==> src/rtl/serial_sub_pkg.sv <==
// Shared types and constants for the bit-serial subtraction sequencer.
package serial_sub_pkg;

  typedef enum logic [1:0] {
    IDLE  = 2'd0,
    SHIFT = 2'd1,
    DONE  = 2'd2
  } state_e;

  localparam int DEFAULT_WIDTH = 8;

  function automatic int cnt_width(input int width);
    return $clog2(width + 1);
  endfunction

endpackage

==> src/rtl/serial_sub_ctrl_sub_cell.sv <==
// Combinational full subtractor built from two half-subtractor stages and an OR on the borrows.
module sub_cell (
  input  logic x,
  input  logic y,
  input  logic bin,
  output logic d,
  output logic bout
);

  logic d1;
  logic b1;
  logic b2;

  always_comb begin
    d1   = x ^ y;
    b1   = ~x & y;
    d    = d1 ^ bin;
    b2   = ~d1 & bin;
    bout = b1 | b2;
  end

endmodule

==> src/rtl/serial_sub_ctrl.sv <==
// Bit-serial a-b sequencer: one subtractor cell, LSB first, registered borrow.
// Optional saturating mode (diff forced to 0 on final borrow) via SERIAL_SUB_SAT_EN.
module serial_sub_ctrl
  import serial_sub_pkg::*;
#(
  parameter  int WIDTH = DEFAULT_WIDTH,
  localparam int CNT_W = cnt_width(WIDTH)
) (
  input  logic             clk,
  input  logic             rst_n,
  input  logic             start,
  input  logic [WIDTH-1:0] a,
  input  logic [WIDTH-1:0] b,
  output logic             ready,
  output logic             busy,
  output logic             done,
  output logic [WIDTH-1:0] diff,
  output logic             borrow_out
);

  state_e             state_q, state_d;
  logic [WIDTH-1:0]   a_sr_q, a_sr_d;
  logic [WIDTH-1:0]   b_sr_q, b_sr_d;
  logic               brw_q, brw_d;
  logic [CNT_W-1:0]   cnt_q, cnt_d;
  logic [WIDTH-1:0]   res_q, res_d;
  logic [WIDTH-1:0]   diff_q, diff_d;
  logic               borrow_out_q, borrow_out_d;

  logic               cell_d;
  logic               cell_bout;
  logic               last_bit;
  logic [WIDTH-1:0]   res_next;

  sub_cell u_cell (
    .x    (a_sr_q[0]),
    .y    (b_sr_q[0]),
    .bin  (brw_q),
    .d    (cell_d),
    .bout (cell_bout)
  );

  assign last_bit = (cnt_q == CNT_W'(WIDTH - 1));
  assign res_next = {cell_d, res_q[WIDTH-1:1]};

  always_ff @(posedge clk) begin
    if (!rst_n) begin
      state_q      <= IDLE;
      a_sr_q       <= '0;
      b_sr_q       <= '0;
      brw_q        <= 1'b0;
      cnt_q        <= '0;
      res_q        <= '0;
      diff_q       <= '0;
      borrow_out_q <= 1'b0;
    end else begin
      state_q      <= state_d;
      a_sr_q       <= a_sr_d;
      b_sr_q       <= b_sr_d;
      brw_q        <= brw_d;
      cnt_q        <= cnt_d;
      res_q        <= res_d;
      diff_q       <= diff_d;
      borrow_out_q <= borrow_out_d;
    end
  end

  always_comb begin
    state_d = state_q;
    case (state_q)
      IDLE:    if (start) state_d = SHIFT;
      SHIFT:   if (last_bit) state_d = DONE;
      DONE:    state_d = IDLE;
      default: state_d = IDLE;
    endcase
  end

  // Working result lives in res_q so diff keeps the previous answer until the final edge.
  always_comb begin
    a_sr_d       = a_sr_q;
    b_sr_d       = b_sr_q;
    brw_d        = brw_q;
    cnt_d        = cnt_q;
    res_d        = res_q;
    diff_d       = diff_q;
    borrow_out_d = borrow_out_q;
    case (state_q)
      IDLE: begin
        if (start) begin
          a_sr_d = a;
          b_sr_d = b;
          brw_d  = 1'b0;
          cnt_d  = '0;
          res_d  = '0;
        end
      end
      SHIFT: begin
        a_sr_d = a_sr_q >> 1;
        b_sr_d = b_sr_q >> 1;
        brw_d  = cell_bout;
        cnt_d  = cnt_q + CNT_W'(1);
        res_d  = res_next;
        if (last_bit) begin
`ifdef SERIAL_SUB_SAT_EN
          diff_d = cell_bout ? '0 : res_next;
`else
          diff_d = res_next;
`endif
          borrow_out_d = cell_bout;
        end
      end
      default: ;
    endcase
  end

  always_comb begin
    ready      = (state_q == IDLE);
    busy       = (state_q == SHIFT);
    done       = (state_q == DONE);
    diff       = diff_q;
    borrow_out = borrow_out_q;
  end

endmodule
==> config.mk <==
export PLATFORM = sky130hd
export DESIGN_NAME = serial_sub_ctrl
export DESIGN_NICKNAME = d
export VERILOG_FILES = /design/src/rtl/serial_sub_pkg.sv /design/src/rtl/serial_sub_ctrl_sub_cell.sv /design/src/rtl/serial_sub_ctrl.sv
export SDC_FILE = /design/constraint.sdc
export NUM_CORES = 1
export LEC_CHECK = 0
export CELL_PAD_IN_SITES_DETAIL_PLACEMENT = 0
export CELL_PAD_IN_SITES_GLOBAL_PLACEMENT = 1
export CORE_MARGIN = 3
export CORE_UTILIZATION = 24
export DETAILED_ROUTE_END_ITERATION = 8
export PLACE_DENSITY_LB_ADDON = 0.1
export RECOVER_POWER = 50
export SYNTH_ARGS = -nofsm -noshare
export SYNTH_HDL_FRONTEND = slang
export SYNTH_SLANG_ARGS = --single-unit
==> constraint.sdc <==
create_clock -name clk -period 2.9 [get_ports clk]
set_clock_uncertainty 0.1 [all_clocks]
set_input_delay 0.58 -clock clk [delete_from_list [all_inputs] [get_ports clk]]
set_output_delay 0.58 -clock clk [all_outputs]
set_load 0.02 [all_outputs]
== Yosys cells after proc, flatten, opt, wreduce, memory -nomap -nowiden ==
Cells that the tools add are included.

* Bitwise logic cells: 7
* Equality and inequality tests: 5
* Add/subtract/negate cells: 1
* Multiplexer cells: 13
* Reductions and logical operators: 5

{| class="wikitable"
|+ Operator list
! operator !! number
|-
| $pmux W8 S2 || 3
|-
| $mux W8 || 3
|-
| $pmux W4 S2 || 1
|-
| $reduce_and A2 Y1 || 3
|-
| $add A4 B1 Y4 const B || 1
|-
| $eq A4 B3 Y1 const B || 1
|-
| $mux W2 || 2
|-
| $mux W4 || 1
|-
| $pmux W2 S2 || 1
|-
| $and A1 B1 Y1 || 2
|-
| $eq A2 B1 Y1 const B || 1
|-
| $eq A2 B2 Y1 const B || 1
|-
| $logic_not A2 Y1 || 1
|-
| $ne A2 B1 Y1 const B || 1
|-
| $ne A2 B2 Y1 const B || 1
|-
| $not A1 Y1 || 2
|-
| $pmux W1 S2 || 1
|-
| $reduce_bool A2 Y1 || 1
|-
| $xor A1 B1 Y1 || 2
|-
| $mux W1 || 1
|-
| $or A1 B1 Y1 || 1
|}

* Input port bits: 19
* Bits in registers: 40
* Output and inout port bits: 12
* Logic and storage cells: 39

== Longest topological paths before layout ==
* Depth in word-level cells: 5
* Depth in mapped cells: 6

== Cells and area by module ==
A second synthesis with hierarchy kept.

* Cell total of the unflattened synthesis: 176
* Area total of the unflattened synthesis: 1627.8 um^2

{| class="wikitable"
|+ Modules (own cells, without submodules)
! module !! sequential area each (um^2) !! times used !! cells an instance !! area each (um^2)
|-
| serial_sub_ctrl || 780.7 || 1 || 172 || 1596.5
|-
| sub_cell || 0.0 || 1 || 4 || 31.3
|}

== Worst setup path after synthesis ==
No wires, ideal clock.

* Kind: reg-to-output
* Start: register state_q[1]
* End: output done
* Data required time: 2.220 ns
* Cell stages (with the launch flop): 5
* Arrival time: 1.154 ns
* Setup slack: 1.066 ns
* Path through: dfxtp_1 buf_2 inv_2 buf_2 nor2_1

* Longest elaborated chain between the ends: 1

{| class="wikitable"
|+ Ends and longest elaborated chain
! element !! RTL line !! source
|-
| start: declaration || serial_sub_ctrl.sv:21 || <nowiki>state_e state_q, state_d;</nowiki>
|-
| start signal: assignment || serial_sub_ctrl.sv:57 || <nowiki>state_q <= state_d;</nowiki>
|-
| $eq A2 B2 Y1 || serial_sub_ctrl.sv:119 || <nowiki>done = (state_q == DONE);</nowiki>
|-
| end: declaration || serial_sub_ctrl.sv:16 || <nowiki>output logic done,</nowiki>
|}

No other way between the ends.

== Final worst setup path ==
* Start: register state_q[1]
* End: output busy

* Longest elaborated chain between the ends: 1

{| class="wikitable"
|+ Ends and longest elaborated chain
! element !! RTL line !! source
|-
| $eq A2 B1 Y1 || serial_sub_ctrl.sv:118 || <nowiki>busy = (state_q == SHIFT);</nowiki>
|-
| end: declaration || serial_sub_ctrl.sv:15 || <nowiki>output logic busy,</nowiki>
|}

No other way between the ends.

==> reports/qor.txt <==
===========================================================================
Syn nets .....................................................          190
Maximum clock path buffer count ..............................            2
Capturing element type of the critical path ..................   output pin
Floorplan Core Area .......................................... 0.006459 mm2
Worst slew margin relative to its limit ......................      0.08784
Met2 track demand over resource ..............................       0.1727
# port buffers ...............................................           30
Skew-Pair Late Insertion Delay ...............................       290 ps
DIE AREA ..................................................... 0.007835 mm2
RSZ-0062 raised after global routing .........................           no
Total power per unit cell area ............................... 519.8 mW/mm2
CP Class .....................................................      reg2out
Cell taking the most area after synthesis .................... sky130_fd_sc_hd__dfxtp_1
Origin of the critical flop-to-flop path .....................   state_q[0]
CP max stage cell ............................................ sky130_fd_sc_hd__dfxtp_1
Most congested layer reported by global routing ..............         met2
Cell internal power dissipation ..............................  0.0008036 W
Most repeated cell in the gate-level netlist after synthesis . sky130_fd_sc_hd__dfxtp_1
Critical path's largest stage delay ..........................       660 ps
Combinational power share ....................................        0.115
Top Ports ....................................................           31
Most instantiated cells after synthesis ...................... 39 x sky130_fd_sc_hd__dfxtp_1, 17 x sky130_fd_sc_hd__nand2_1, 14 x sky130_fd_sc_hd__a21oi_1, 14 x sky130_fd_sc_hd__nor2_1, 13 x sky130_fd_sc_hd__o21ai_1
Clock tree from TritonCTS ....................................          yes
Num Clock Sinks ..............................................           39
Sequential fraction of the synthesis area ....................       0.4778
Switching share of power .....................................       0.2488
Final number of hold-violating endpoints .....................            0
Number of instances on the worst hold path ...................            2
Global-route wire length before repair .......................      6727 um
Reg power frac ...............................................        0.536
Number of flops mapped to enable cells by yosys ..............            0
Cell count after synthesis ...................................          169
Switch Pwr ...................................................  0.0002662 W
Outcome ......................................................    completed
Setup tns final ..............................................         0 ps
Cell family with the largest share of critical-path delay ....   flip-flops
Largest net degree at the start of global routing ............           33
Biggest area contributors in the synthesized netlist ......... sky130_fd_sc_hd__dfxtp_1 48%, sky130_fd_sc_hd__mux2i_1 5.5%, sky130_fd_sc_hd__a22o_1 4.8%, sky130_fd_sc_hd__a21oi_1 4.3%, sky130_fd_sc_hd__o2bb2ai_1 4.3%
Peak fanout along the critical path ..........................           14
Die Y-Extent .................................................     88.52 um
CTS root buffer .............................................. sky130_fd_sc_hd__clkbuf_8
GRT overflow .................................................            0
Worst min path class .........................................      reg2reg
Clock power frac .............................................        0.349
DPL Wire Length ..............................................      2657 um
Number of remaining DRC errors ...............................            0
Worst hold-check slack .......................................     357.7 ps
Detailed-router iteration count before antenna repair ........            6
Worst slew pin tran ..........................................      1368 ps
Chip width ...................................................     88.52 um
Starting density of the core .................................       0.2530
Post-CTS repair timing setup buffer count ....................            0
Post-Syn Area ................................................ 0.001634 mm2
Synth cell types .............................................           33
Placer congestion estimate ...................................       0.7163
Number of cell rows ..........................................           29
Startpoint Class .............................................     register
Remaining antenna violation count after routing ..............            0
Total setup violations reported at the end of the flow .......            0
Flip-flop cell with the highest count after synthesis ........ sky130_fd_sc_hd__dfxtp_1
Global-route usage over all layers ...........................       0.1122
Violation count after the first detailed-route iteration .....           19
Count of buffer and inverter cells on the critical path ......            1
Ratio of final minimum period to clock period ................       0.8578
Met3 track demand over resource ..............................      0.02980
Number of max-capacitance violations reported ................            0
Critical Path, Cell by Cell .................................. and2b_1 > clkdlybuf4s50_1
Number of cells upsized or downsized after cts ...............            0
Cells on worst reg2reg path ..................................            4
Startpoint of the tightest hold check path ...................      diff[0]
Stages on worst setup path ...................................            2
Vias per cell ................................................        4.906
Share of layout cells above drive strength 1 .................      0.07500
Num CTS Buffers ..............................................            5
Count of pins over their slew limit ..........................            0
Final net count ..............................................          221
Peak Freq ....................................................   0.4020 GHz
Maximum vdd drop .............................................    0.1923 mV
Required time of the worst setup path ........................      2220 ps
Top cell type's share of synthesized area ....................       0.4778
Fill count ...................................................          687
Antenna diode count ..........................................            0
H-tree lvl count .............................................            2
Hold buffer count at CTS .....................................            0
Initial antenna violation count ..............................            0
Setup crit start .............................................   state_q[1]
Fraction of registers with async set/reset ...................            0
Count of vias placed by the detailed router ..................         1359
Post-route setup slack .......................................     412.3 ps
Number of global-route vias before repair ....................         1387
Met1 demand-to-capacity share in global routing ..............       0.1454
Relative area change from synthesis to final layout ..........       25.96%
Total Routed Length ..........................................      3973 um
Critical Path AT .............................................      1810 ps
Leakage dissipation ..........................................    0.7564 nW
Average cell area after synthesis ............................    9.669 um2
Fin crit period ..............................................      2488 ps
Average wire length per cell after detail routing ............     14.34 um
Number of flip-flops and latches in the synthesized netlist ..           39
Setup slack after placement ..................................     655.6 ps
Count of warnings emitted by yosys ...........................            0
Clock-pin slew on the worst setup and hold paths .............        80 ps
===========================================================================
path summary, 6_finish.rpt:
| check | endpoint | slack (ps) |
|---|---|---|
| max | busy | 410 |
| min | diff[0] | 360 |
| max reg2reg | res_q[2] | 790 |
| min reg2reg | diff[0] | 360 |
layout by cell type (no fill, tap or decap), drive strengths merged, types with 5 or more instances in the layout:
| cell | instances |
|---|---|
| a21oi | 14 |
| mux2i | 9 |
| dfxtp | 39 |
| nor2 | 16 |
| clkbuf | 8 |
| nand2 | 17 |
| o22ai | 5 |
| clkdlybuf4s50 | 28 |
| o2bb2ai | 8 |
| o21ai | 13 |
| a22o | 9 |
| inv | 6 |
flip-flops by register name (all words and copies together), names as in the netlist:
| signal | cells |
|---|---|
| a_sr_q | 8 |
| b_sr_q | 8 |
| diff | 8 |
| res_q | 7 |
| cnt_q | 4 |
| state_q | 2 |
| borrow_out | 1 |
| brw_q | 1 |
worst register-to-register path: stages (launching register included):
cell                      delay [ps]
sky130_fd_sc_hd__dfxtp_1         420
sky130_fd_sc_hd__buf_4           250
sky130_fd_sc_hd__inv_2           180
sky130_fd_sc_hd__nor3_1          840
sky130_fd_sc_hd__a22o_1          270
kinds of logic after synthesis:
| family | Yosys count | share of synthesized area |
|---|---|---|
| compound gates | 59 | 0.2473 |
| mux | 9 | 0.05513 |
| simple gates | 43 | 0.1440 |
| buf+inv | 17 | 0.05589 |
| flops | 39 | 0.4778 |
| fa+ha+maj | 2 | 0.01991 |
through the flow:
stage,util,area (um2),power (W),cells
4_1_cts,0.3231,2087,0.001095,277
5_1_grt,0.3187,2058,0.001132,277
2_1_floorplan,-,1634,0.0006655,169
6_report,0.3187,2058,0.001070,277
3_3_place_gp,0.3096,1999,0.0007153,270
3_5_place_dp,0.3096,1999,0.0007165,270
power by group through the flow:
stage	Sequential (W)	Clock (W)	Combinational, W
2_1_floorplan	0.000581	0	0.0000841
3_3_place_gp	0.000586	0	0.000129
3_5_place_dp	0.000586	0	0.000131
4_1_cts	0.000574	0.000390	0.000131
5_1_grt	0.000577	0.000417	0.000139
6_report	0.000573	0.000373	0.000123
cell type report:
| type | count | area, um2 | area share |
|---|---|---|---|
| clock inverter | 1 | 5.005 | 0.002432 |
| sequential | 39 | 780.7 | 0.3793 |
| tap | 77 | 96.34 | 0.04681 |
| inverter | 6 | 22.52 | 0.01094 |
| multi-input combinational | 113 | 740.7 | 0.3599 |
| clock buffer | 6 | 82.58 | 0.04012 |
| timing repair buffer | 35 | 330.3 | 0.1605 |
per-layer routing:
metal  vias to the layer above  routed length, um
li1                        675                  -
met1                       644               1940
met2                        33               1813
met3                         7                159
met4                         0                 60
met5                         -                  0
(Power assumes the default switching activity.)
